[config.mk]
export PLATFORM = sky130hd
export DESIGN_NAME = tile_pixel_pipe
export DESIGN_NICKNAME = d
export VERILOG_FILES = /design/src/rtl/tile_pixel_pipe.sv
export SDC_FILE = /design/constraint.sdc
export NUM_CORES = 1
export LEC_CHECK = 0
export BUFFER_PORTS_ARGS = -buffer_cell sky130_fd_sc_hd__buf_2
export CORE_UTILIZATION = 30
export CTS_BUF_LIST = sky130_fd_sc_hd__clkbuf_8
export CTS_CLUSTER_DIAMETER = 80
export DETAILED_ROUTE_END_ITERATION = 12
export HOLD_SLACK_MARGIN = 0.12
export PLACE_DENSITY = 0.54
export SETUP_SLACK_MARGIN = 0.15
export SLEW_MARGIN = 40
export SYNTH_ARGS = -nofsm -noshare
export SYNTH_HDL_FRONTEND = slang
export SYNTH_SLANG_ARGS = --single-unit
export TNS_END_PERCENT = 1
[constraint.sdc]
create_clock -name clk -period 7.27 [get_ports clk]
set_input_delay 0.3635 -clock clk [delete_from_list [all_inputs] [get_ports clk]]
set_output_delay 0.3635 -clock clk [all_outputs]
set_load 0.03 [all_outputs]
[src/rtl/tile_pixel_pipe.sv]
// tile_pixel_pipe: scrolled tile-map -> sprite-ROM -> palette pixel pipeline.
// Fixed latency of 3 + ROM_LAT clocks from x/y/vde/sync_in to R/G/B/de_out/sync_out.
// The map RAM is read with one cycle latency and the sprite ROM with ROM_LAT
// cycles; the column, inside and sync sideband travel alongside so that every
// stage sees data belonging to the same pixel.
module tile_pixel_pipe #(
   parameter int H_START       = 192,
   parameter int V_START       = 41,
   parameter int WIDTH         = 1920,
   parameter int HEIGHT        = 1080,
   parameter int TILE_LOG2     = 5,
   parameter int IDX_W         = 4,
   parameter int PIX_W         = 3,
   parameter int MAP_COLS_LOG2 = 6,
   parameter int MAP_ROWS_LOG2 = 5,
   parameter int ROM_LAT       = 1
) (
   input  logic                                   clk,
   input  logic                                   rst,
   input  logic [11:0]                            x,
   input  logic [11:0]                            y,
   input  logic                                   vde,
   input  logic [1:0]                             sync_in,
   input  logic                                   frame_start,
   input  logic [11:0]                            scroll_x,
   input  logic [11:0]                            scroll_y,
   output logic [MAP_COLS_LOG2+MAP_ROWS_LOG2-1:0] map_addr,
   input  logic [IDX_W-1:0]                       map_data,
   output logic [IDX_W+TILE_LOG2-1:0]             rom_addr,
   input  logic [(PIX_W<<TILE_LOG2)-1:0]          rom_data,
   input  logic                                   pal_we,
   input  logic [PIX_W-1:0]                       pal_addr,
   input  logic [23:0]                            pal_wdata,
   output logic [7:0]                             R,
   output logic [7:0]                             G,
   output logic [7:0]                             B,
   output logic                                   de_out,
   output logic [1:0]                             sync_out
);

   localparam int LX_W  = MAP_COLS_LOG2 + TILE_LOG2;
   localparam int LY_W  = MAP_ROWS_LOG2 + TILE_LOG2;
   localparam int PAL_N = 1 << PIX_W;

   // Power-up palette: white background, then blue, green, black, red.
   function automatic logic [23:0] pal_reset_value(input int idx);
      logic [23:0] v;
      case (idx)
         0:       v = 24'hFFFFFF;
         1:       v = 24'h0000FF;
         2:       v = 24'h00FF00;
         3:       v = 24'h000000;
         4:       v = 24'hFF0000;
         default: v = 24'h000000;
      endcase
      return v;
   endfunction

   // ---------------------------------------------------------------- shadows
   logic [11:0] sx_r;
   logic [11:0] sy_r;

   // Scroll shadows load only on frame_start so a whole frame scrolls as a unit.
   always_ff @(posedge clk) begin
      if (rst) begin
         sx_r <= 12'd0;
         sy_r <= 12'd0;
      end else if (frame_start) begin
         sx_r <= scroll_x;
         sy_r <= scroll_y;
      end else begin
         sx_r <= sx_r;
         sy_r <= sy_r;
      end
   end

   // --------------------------------------------------------------- stage S0
   logic [11:0]     dx_s;
   logic [11:0]     dy_s;
   logic [LX_W-1:0] lx_s;
   logic [LY_W-1:0] ly_s;
   logic            inside_s;

   // Screen-relative and map-relative coordinates; the map wraps by truncation.
   always_comb begin
      dx_s     = x - 12'(H_START);
      dy_s     = y - 12'(V_START);
      lx_s     = LX_W'(dx_s + sx_r);
      ly_s     = LY_W'(dy_s + sy_r);
      inside_s = vde && (dx_s < 12'(WIDTH)) && (dy_s < 12'(HEIGHT));
   end

   logic [TILE_LOG2-1:0] col1_r;
   logic [TILE_LOG2-1:0] row1_r;
   logic                 de1_r;
   logic                 in1_r;
   logic [1:0]           sync1_r;

   // S0 register: map address plus the in-tile position and sideband.
   always_ff @(posedge clk) begin
      if (rst) begin
         map_addr <= {(MAP_COLS_LOG2+MAP_ROWS_LOG2){1'b0}};
         col1_r   <= {TILE_LOG2{1'b0}};
         row1_r   <= {TILE_LOG2{1'b0}};
         de1_r    <= 1'b0;
         in1_r    <= 1'b0;
         sync1_r  <= 2'b00;
      end else begin
         map_addr <= {ly_s[LY_W-1:TILE_LOG2], lx_s[LX_W-1:TILE_LOG2]};
         col1_r   <= lx_s[TILE_LOG2-1:0];
         row1_r   <= ly_s[TILE_LOG2-1:0];
         de1_r    <= vde;
         in1_r    <= inside_s;
         sync1_r  <= sync_in;
      end
   end

   // ------------------------------------------- map wait and ROM wait stages
   // Index 0 lines up with map_data; index ROM_LAT lines up with rom_data.
   logic [TILE_LOG2-1:0] row2_r;
   logic [TILE_LOG2-1:0] col_d_r  [0:ROM_LAT];
   logic                 de_d_r   [0:ROM_LAT];
   logic                 in_d_r   [0:ROM_LAT];
   logic [1:0]           sync_d_r [0:ROM_LAT];

   // Sideband delay line covering the map read and the sprite ROM latency.
   always_ff @(posedge clk) begin
      if (rst) begin
         row2_r <= {TILE_LOG2{1'b0}};
         for (int i = 0; i <= ROM_LAT; i++) begin
            col_d_r[i]  <= {TILE_LOG2{1'b0}};
            de_d_r[i]   <= 1'b0;
            in_d_r[i]   <= 1'b0;
            sync_d_r[i] <= 2'b00;
         end
      end else begin
         row2_r      <= row1_r;
         col_d_r[0]  <= col1_r;
         de_d_r[0]   <= de1_r;
         in_d_r[0]   <= in1_r;
         sync_d_r[0] <= sync1_r;
         for (int i = 1; i <= ROM_LAT; i++) begin
            col_d_r[i]  <= col_d_r[i-1];
            de_d_r[i]   <= de_d_r[i-1];
            in_d_r[i]   <= in_d_r[i-1];
            sync_d_r[i] <= sync_d_r[i-1];
         end
      end
   end

   // Sprite ROM address is formed straight from the returning tile index.
   always_comb begin
      rom_addr = {map_data, row2_r};
   end

   // ---------------------------------------------------- pixel and palette
   logic [23:0]          pal_r [0:PAL_N-1];
   logic [TILE_LOG2-1:0] col_rev_s;
   logic [31:0]          shamt_s;
   logic [PIX_W-1:0]     pix_s;
   logic [23:0]          colour_s;

   // Leftmost pixel sits in the top bits, so column c is slot (2^T-1-c) = ~c.
   always_comb begin
      col_rev_s = ~col_d_r[ROM_LAT];
      shamt_s   = 32'(col_rev_s) * 32'(PIX_W);
      pix_s     = PIX_W'(rom_data >> shamt_s);
      colour_s  = pal_r[pix_s];
   end

   // Palette storage: writes land on the clock edge, reads in that cycle see the old entry.
   always_ff @(posedge clk) begin
      if (rst) begin
         for (int i = 0; i < PAL_N; i++) begin
            pal_r[i] <= pal_reset_value(i);
         end
      end else if (pal_we) begin
         pal_r[pal_addr] <= pal_wdata;
      end else begin
         pal_r[pal_addr] <= pal_r[pal_addr];
      end
   end

   // Output register: black outside the active window, palette colour inside.
   always_ff @(posedge clk) begin
      if (rst) begin
         R        <= 8'd0;
         G        <= 8'd0;
         B        <= 8'd0;
         de_out   <= 1'b0;
         sync_out <= 2'b00;
      end else begin
         if (in_d_r[ROM_LAT]) begin
            {R, G, B} <= colour_s;
         end else begin
            {R, G, B} <= 24'd0;
         end
         de_out   <= de_d_r[ROM_LAT];
         sync_out <= sync_d_r[ROM_LAT];
      end
   end

endmodule

======== Word-level counts from Yosys, hierarchy flattened ========
Memories as Yosys holds them, arrays and structs flattened. A register that Yosys moved wholly into a read port is not among the register bits.
Index checks and enable logic that the tools add are counted.
cells by class
  $add $sub $neg .......................... 4
  multipliers ............................. 1
  order comparisons ....................... 2
  eq/ne operators ......................... 1
  shifts and indexed selects .............. 1
  muxes and demuxes ....................... 26
  bitwise logic cells ..................... 11
  reductions and logical operators ........ 5
operators by type and width
  operator               count
  $mux 24                7
  $shr 96x7->3           1
  $lt 12x11->1 const B   2
  $reduce_or 24->1       1
  $mux 1                 14
  $sub 12x6->12 const B  1
  $sub 12x8->12 const B  1
  $add 11x11->11         1
  $add 10x10->10         1
  $mux 5                 2
  $or 1x1->1             9
  $mul 5x2->7 const B    1
  $not 5->5              1
  $mux 2                 2
  $mux 3                 1
  $logic_and 1x1->1      2
  $reduce_and 2->1       1
  $reduce_or 2->1        1
  $ne 0x0->1             1
  $not 1->1              1
word-level totals
  flip-flop bits (word level) ............. 51
  memory bits (writable) .................. 210
  input bits .............................. 182
  logic and storage cells ................. 65
  memories ................................ 5
memory list
  memory    depth  bits a word  read ports  clocked after Yosys merged registers in  wr ports  RTL line  text
  pal_r     8      24           1           1                                        8         157       logic [23:0] pal_r [0:PAL_N-1];
  col_d_r   2      5            2           0                                        2         121       logic [TILE_LOG2-1:0] col_d_r [0:ROM_LAT];
  sync_d_r  2      2            2           1                                        2         124       logic [1:0] sync_d_r [0:ROM_LAT];
  de_d_r    2      1            2           1                                        2         122       logic de_d_r [0:ROM_LAT];
  in_d_r    2      1            2           0                                        2         123       logic in_d_r [0:ROM_LAT];

======== Depth between registers and ports, before layout ========
Gate-level depths: netlist of the first run.
  word-level depth ........................ 7
  mapped depth ............................ 12
  mapped depth without buffers ............ 12

======== Worst setup path after synthesis of the first run ========
OpenSTA, ideal clock, no wires.
  path kind ............................... input port to flip-flop
  from .................................... in y[0]
  to ...................................... reg map_addr[10]
  library setup time ...................... 0.121 ns
  data arrival time ....................... 2.685 ns
  required time ........................... 7.149 ns
  slack ................................... 4.464 ns
  stages .................................. 11
  buffers on the path ..................... 0
  cell sequence ........................... inv_1 > ha_1 > a21boi_0 > xnor2_1 > ha_1 > a21oi_1 > o211a_1 > nor3_1 > maj3_1 > a21oi_1 > mux2_2
on the way
  word-level cells in the longest chain between the ends .. 2
RTL lines
  element                 RTL line  text
  start: declaration      21        input logic [11:0] y,
  $sub 12x6->12           87        dy_s = y - 12'(V_START);
  $add 10x10->10          89        ly_s = LY_W'(dy_s + sy_r);
  end signal: assignment  102       map_addr <= {(MAP_COLS_LOG2+MAP_ROWS_LOG2){1'b0}};
  end signal: assignment  109       map_addr <= {ly_s[LY_W-1:TILE_LOG2], lx_s[LX_W-1:TILE_LOG2]};
  end: declaration        27        output logic [MAP_COLS_LOG2+MAP_ROWS_LOG2-1:0] map_addr,
Every way passes these cells.
A chain may end at the register's enable or synchronous reset.

==> impl_results.md, run 1 <==
- Layout cells sized above 1: 26.3%
- Sequential element share of the synthesized area: 56.3%
- Fin crit share: 53.7%
- Top area cells in the synthesized netlist: edfxtp_1, dfxtp_1, and2_1
- Crit Path Max Fanout: 98
- Syn_nets: between 1,000 and 1,500
- TritonRoute pass-1 iters: 4
- CTS root buf: clkbuf_8
- Die height: between 200 and 250 µm
- Max Fclk: between 0.2 and 0.3 GHz
- Worst min path class: primary input to register
- Avg Cell Area, Syn: between 10 and 15 µm²
- CTS buffer count: between 50 and 60
- Grt total ovfl: 0
- R2R setup slack: 3360 ps
- Final wirelength: 37,000 µm
- Crit path kind: register to register
- Worst Hold Launch: x[1]
- FF+latch count, synth: 288
- # IOs: 229
- DP HPWL: 21,700 µm
- Power Density: 234 nW/µm²
- H-tree levels: 2
- Row count: between 70 and 80
- Vias per inst: around 4.9
- WHS Path Cells: 4
- Slew Viols, Final: 0
- Int Power: just under 3 mW
- WP data arrival: roughly 4400 ps
- Leakage: around 6.6 nW
- Final setup viols: 0
- R2R cell count: 9
- Slew HR: 44.9%
- Routed via count: 9,996
- Hold slack: 197 ps
- Worst-skew pair later-pin latency: 610 ps
- Clk network pwr share: between 30% and 40%
- Clk buf depth: 3
- Final #Nets: between 1,500 and 2,000
- Vias in the first global route: 10,405
- Synth warn: 0
- CTS tree: done
- Starting density of the core: between 30% and 40%
- Hold Fails Final Rpt: 0
- Antenna-violating nets left: 0
- Distinct cells, synth: 61
- GPL Wtd Cong: 0.771
- Reg2Reg Capture Point: R[4]$_SDFF_PP0_
- Most frequent cells in the layout: buf_2, edfxtp_1, and2_1
- Routed len/inst: 17.9 µm
- RR Startpoint: col_d_r[0][9]$_SDFF_PP0_
- DRC Markers: 0
- Initial antenna violation count: 2
- P_sw: a little over 1 mW
- Port Buf Inserts: 217
- Placed Area: 15,200 µm²
- PnR worst setup slack: 3360 ps
- Pre-CTS setup slack: about 3300 ps
- Status: finished clean
- FFs w/ async S/R, synth: 0%
- GRT Resource Usage Total: between 10% and 20%
- Area Overhead vs Synth: 23.6%
- Die area: 46,400 µm²
- Core Area: 44,600 µm²
- Comb pwr share: 13.1%
- Startpoint Class: register
- Hold worst-path end: col1_r[1]$_SDFF_PP0_
- RSZ-0062 raised after global routing: false
- Pin count of the biggest net entering global routing: 99
- Area of the mapped netlist: 13,700 µm²
- Post-synth EDFFs: between 150 and 200
- Clock slew at reported path FFs: about 60 ps
- CTS sink count: 288
- Sw Ratio: between 20% and 30%
- Post CTS Setup Buffer Count: 0
- Main synth FF type: edfxtp_1
- WP data required: 7740 ps
- First-pass GRT wire length: 58,300 µm
- Design Area, Final: 16,900 µm²
- Die width: roughly 220 µm
- Iter 0 DRT Violations: between 400 and 500
- Clock Skew: 19.0 ps
- Seq pwr share: 47.4%
- Setup TNS: 0 ps
- VDD IR max: approximately 150 µV
- Worst-margin pin slew: 826 ps
- Critical Path Sink Type: register
- Commonest non-fill, non-tap cell in the layout: buf_2
- Final min period: about 3900 ps
- Mapped Cells: 1,174
- Yosys top cell area share: 42.2%
- Maximum Capacitance Violations: 0
- Area leader, netlist: edfxtp_1
cell type report:
type / instances / area [µm²]
multi-input cells: 781 / 5530
inverters: 13 / 48.8
clock inverters: 33 / 221
flip-flops and latches: 288 / 7690
diodes: 2 / 5.00
repair buffers: 290 / 1790
fillers: 4356 / 27700
well taps: 592 / 741
clock buffers: 62 / 853
logic make-up after synthesis:
| group | share of synthesized area, % |
|---|---|
| buffers and inverters | 3.42 |
| adder cells (fa/ha/maj) | 2.29 |
| multiplexers | 5.56 |
| XOR/XNOR | 1.60 |
| AND/OR/NAND/NOR | 21.0 |
| AO/OA/AOI/OAI | 9.90 |
| flip-flops | 56.3 |
per-stage QoR:
stage / power [mW] / utilization [%] / instances
floorplan: 2.24 / - / 1174
global placement: 2.40 / 34.2 / 1910
detailed placement: 2.41 / 34.2 / 1910
CTS: 4.01 / 37.8 / 2058
global route: 4.14 / 37.8 / 2060
finish: 3.96 / 37.8 / 2061
registers in the layout, summed over array words and instances, names as in the netlist:
signal	count
B	8
G	8
R	8
col1_r	5
col_d_r	10
de1_r	1
de_d_r	2
de_out	1
in1_r	1
in_d_r	2
map_addr	11
pal_r	192
row1_r	5
row2_r	5
sx_r	11
sy_r	10
sync1_r	2
sync_d_r	4
sync_out	2
per-layer routing:
layer / vias to the layer above / global-route usage (%) / wire length (µm)
met1: 4908 / 20.5 / 16600
met4: 2 / 4.94 / 836
li1: 4804 / - / -
met5: - / 0 / 8
met3: 65 / 3.81 / 1870
met2: 217 / 26.9 / 17600
power groups by stage:
| stage | Combinational (mW) | Sequential, mW | Clock (mW) |
|---|---|---|---|
| final | 0.519 | 1.88 | 1.56 |
| after floorplan | 0.313 | 1.92 | 0 |
| after global placement | 0.493 | 1.91 | 0 |
| after CTS | 0.525 | 1.88 | 1.61 |
| after detailed placement | 0.501 | 1.91 | 0 |
| after global routing | 0.571 | 1.89 | 1.68 |
repair_timing:
item,in CTS,in global routing
resized for setup,0,0
hold buffers,53,0
hold endpoints to repair,188,0
worst max-delay path, cell delays in order, from the launching register on:
cell	delay, ps
dfxtp_1	830
nor2b_1	180
a221oi_1	340
nand4_1	120
and3_2	230
buf_6	310
nand2_2	390
buf_4	710
a211oi_1	180
nor4_1	410
synth_stat cells (26+ instances only):
| library cell | n |
|---|---|
| nor2_1 | 51 |
| and2_1 | 146 |
| mux2i_1 | 50 |
| or2_2 | 34 |
| nand2_1 | 45 |
| a211oi_1 | 55 |
| dfxtp_1 | 96 |
| a21oi_1 | 40 |
| edfxtp_1 | 192 |
| and3_1 | 74 |
| nor2b_1 | 41 |
| nor4_1 | 26 |
| clkbuf_1 | 53 |
worst max path at each step:
stage / from / endpoint / slack [ps] / cells after the start
6_report: col_d_r[0][9]$_SDFF_PP0_ / R[4]$_SDFF_PP0_ / 3360 / 9
5_1_grt: col_d_r[0][9]$_SDFF_PP0_ / R[4]$_SDFF_PP0_ / 3140 / 9
4_1_cts: col_d_r[0][9]$_SDFF_PP0_ / R[4]$_SDFF_PP0_ / 3330 / 9
3_5_place_dp: col_d_r[0][9]$_SDFF_PP0_ / R[4]$_SDFF_PP0_ / 3320 / 9
3_3_place_gp: col_d_r[0][7]$_SDFF_PP0_ / R[4]$_SDFF_PP0_ / 3030 / 9
2_1_floorplan: y[0] / map_addr[10]$_SDFF_PP0_ / 4460 / 11
(Power assumes the default switching activity.)
==> run 2: changes to the inputs <==
==> constraint.sdc (replaced) <==
create_clock -name clk -period 3.95 [get_ports clk]
set_input_delay 0.1975 -clock clk [delete_from_list [all_inputs] [get_ports clk]]
set_output_delay 0.1975 -clock clk [all_outputs]
set_load 0.03 [all_outputs]
==> run 2 against run 1 <==
  * Wire length increased by 1.2%
  * Worst setup slack got worse by 2700 ps
  * Die area unchanged
==> impl_results.md, run 2 (same netlist as run 1, synthesis figures left out) <==
- Register area: 7690 µm²
- Slew HR: 44.2%
- GRT Resource Usage Total: between 10% and 20%
- CTS sink count: 288
- Routed via count: 10,117
- CTS buffer count: 52
- CTS root buf: clkbuf_8
- Critical Path Sink Type: register
- Row count: 77
- VDD IR max: 288 µV
- Die area: 46,400 µm²
- Footprint of the multi-input gates: between 5000 and 6000 µm²
- Final wirelength: 37,400 µm
- WP data required: 4420 ps
- H-tree levels: 2
- Placed Cells: 1,914
- Vias per inst: 4.88
- Worst min path class: primary input to register
- Hold Fails Final Rpt: 0
- Final min period: approximately 3300 ps
- CTS tree: done
- TritonRoute pass-1 iters: 5
- WP data arrival: 3750 ps
- Most flop-heavy register: pal_r
- R2R cell count: 8
- First-pass GRT wire length: 58,000 µm
- Die height: ~220 µm
- Startpoint Class: register
- Max Fclk: 0.304 GHz
- Top Registers: pal_r x192, map_addr x11, sx_r x11
- Crit path kind: register to register
- Hold slack: 204 ps
- DP HPWL: roughly 22,000 µm
- PnR Total Power: 7.17 mW
- Commonest non-fill, non-tap cell in the layout: buf_2
- RSZ-0062 raised after global routing: false
- Post CTS Setup Buffer Count: 0
- Fin crit share: 83.2%
- PnR worst setup slack: 662 ps
- Antenna-violating nets left: 0
- Die width: between 200 and 250 µm
- Non-Filler Instances: ~2,100
- Final setup viols: 0
- Setup TNS: 0 ps
- Grt total ovfl: 0
- Slew Viols, Final: 0
- Iter 0 DRT Violations: 571
- Vias in the first global route: 10,261
- Clock slew at reported path FFs: 60 ps
- Power Density: between 400 and 500 nW/µm²
- Leakage: 6.66 nW
- Worst-margin pin slew: 837 ps
- Max reg flops: 192
- Crit Path Max Fanout: 24
- Worst-skew pair later-pin latency: 610 ps
- Layout cells sized above 1: a little over a quarter
- Port Buf Inserts: 217
- Initial antenna violation count: 3
- Maximum Capacitance Violations: 0
- Pin count of the biggest net entering global routing: 98
- Area Overhead vs Synth: 24.1%
- GPL Wtd Cong: 0.775
- Routed len/inst: 18.0 µm
- Final #Nets: 1,645
- WHS Path Cells: 5
- Core Area: roughly 45,000 µm²
- Most frequent cells in the layout: buf_2, edfxtp_1, and2_1
- Fill count: 4,373
- Clock Skew: 38.5 ps
- Status: finished clean
- DRC Markers: 0
- # IOs: 229
- Starting density of the core: 30.6%
- Clk buf depth: 3
- Pre-CTS setup slack: 605 ps
- R2R setup slack: 660 ps
-- run 2: changes by cell type in the layout (fill, tap and decap cells not counted), moves of 2 or more --
cell	delta
clkinv_2	+2
inv_1	+3
dlygate4sd3_1	+10
buf_4	+4
clkbuf_8	-3
-- run 2: layer usage --
layer	wire, µm	share of wire (%)	global-route usage (%)	up-vias
li1	-	-	-	4832
met1	16200	43	20.2	4949
met2	18000	48	27.1	264
met3	2360	6.3	3.93	68
met4	869	2.3	5.39	4
met5	18	0.048	0	-
-- run 2: report_power, final --
group	switching, mW	internal [mW]	total (mW)
Combinational	0.586	0.396	0.982
Sequential	0.0533	3.40	3.45
Clock	1.25	1.50	2.74
Total	1.88	5.29	7.17
-- run 2: final cells by class --
| type | count | share of cell area, % |
|---|---|---|
| sequential | 288 | 45.3 |
| antenna | 1 | 0.0148 |
| clock inverter | 36 | 1.24 |
| clock buffer | 59 | 4.79 |
| tap | 592 | 4.37 |
| multi-input combinational | 781 | 32.6 |
| inverter | 13 | 0.288 |
| timing repair buffer | 304 | 11.4 |
-- run 2: worst paths after layout --
check | endpoint | start
max | G[1]$_SDFF_PP0_ | col_d_r[0][5]$_SDFF_PP0_
min | map_addr[5]$_SDFF_PP0_ | x[10]
max reg2reg | G[1]$_SDFF_PP0_ | col_d_r[0][5]$_SDFF_PP0_
min reg2reg | col_d_r[0][2]$_SDFF_PP0_ | col1_r[2]$_SDFF_PP0_
-- run 2: through the flow --
stage,util [%],instance area [µm²]
floorplan,-,13700
global placement,34.2,15300
detailed placement,34.3,15300
CTS,38.0,16900
global route,38.0,17000
finish,38.0,17000
-- run 2: what timing repair did --
| item | 4_1_cts | 5_1_grt |
|---|---|---|
| gates resized for setup | 0 | 0 |
| hold buffers | 63 | 0 |
| hold endpoints to repair | 226 | 0 |
-- run 2: critical path, stage by stage (launching register included) --
cell      delay (ps)
dfxtp_1          820
mux4_2           590
mux2_2           280
nand3b_1          80
nand4_1          210
or4_1            460
buf_4            300
a211oi_1         310
nor4_1            90
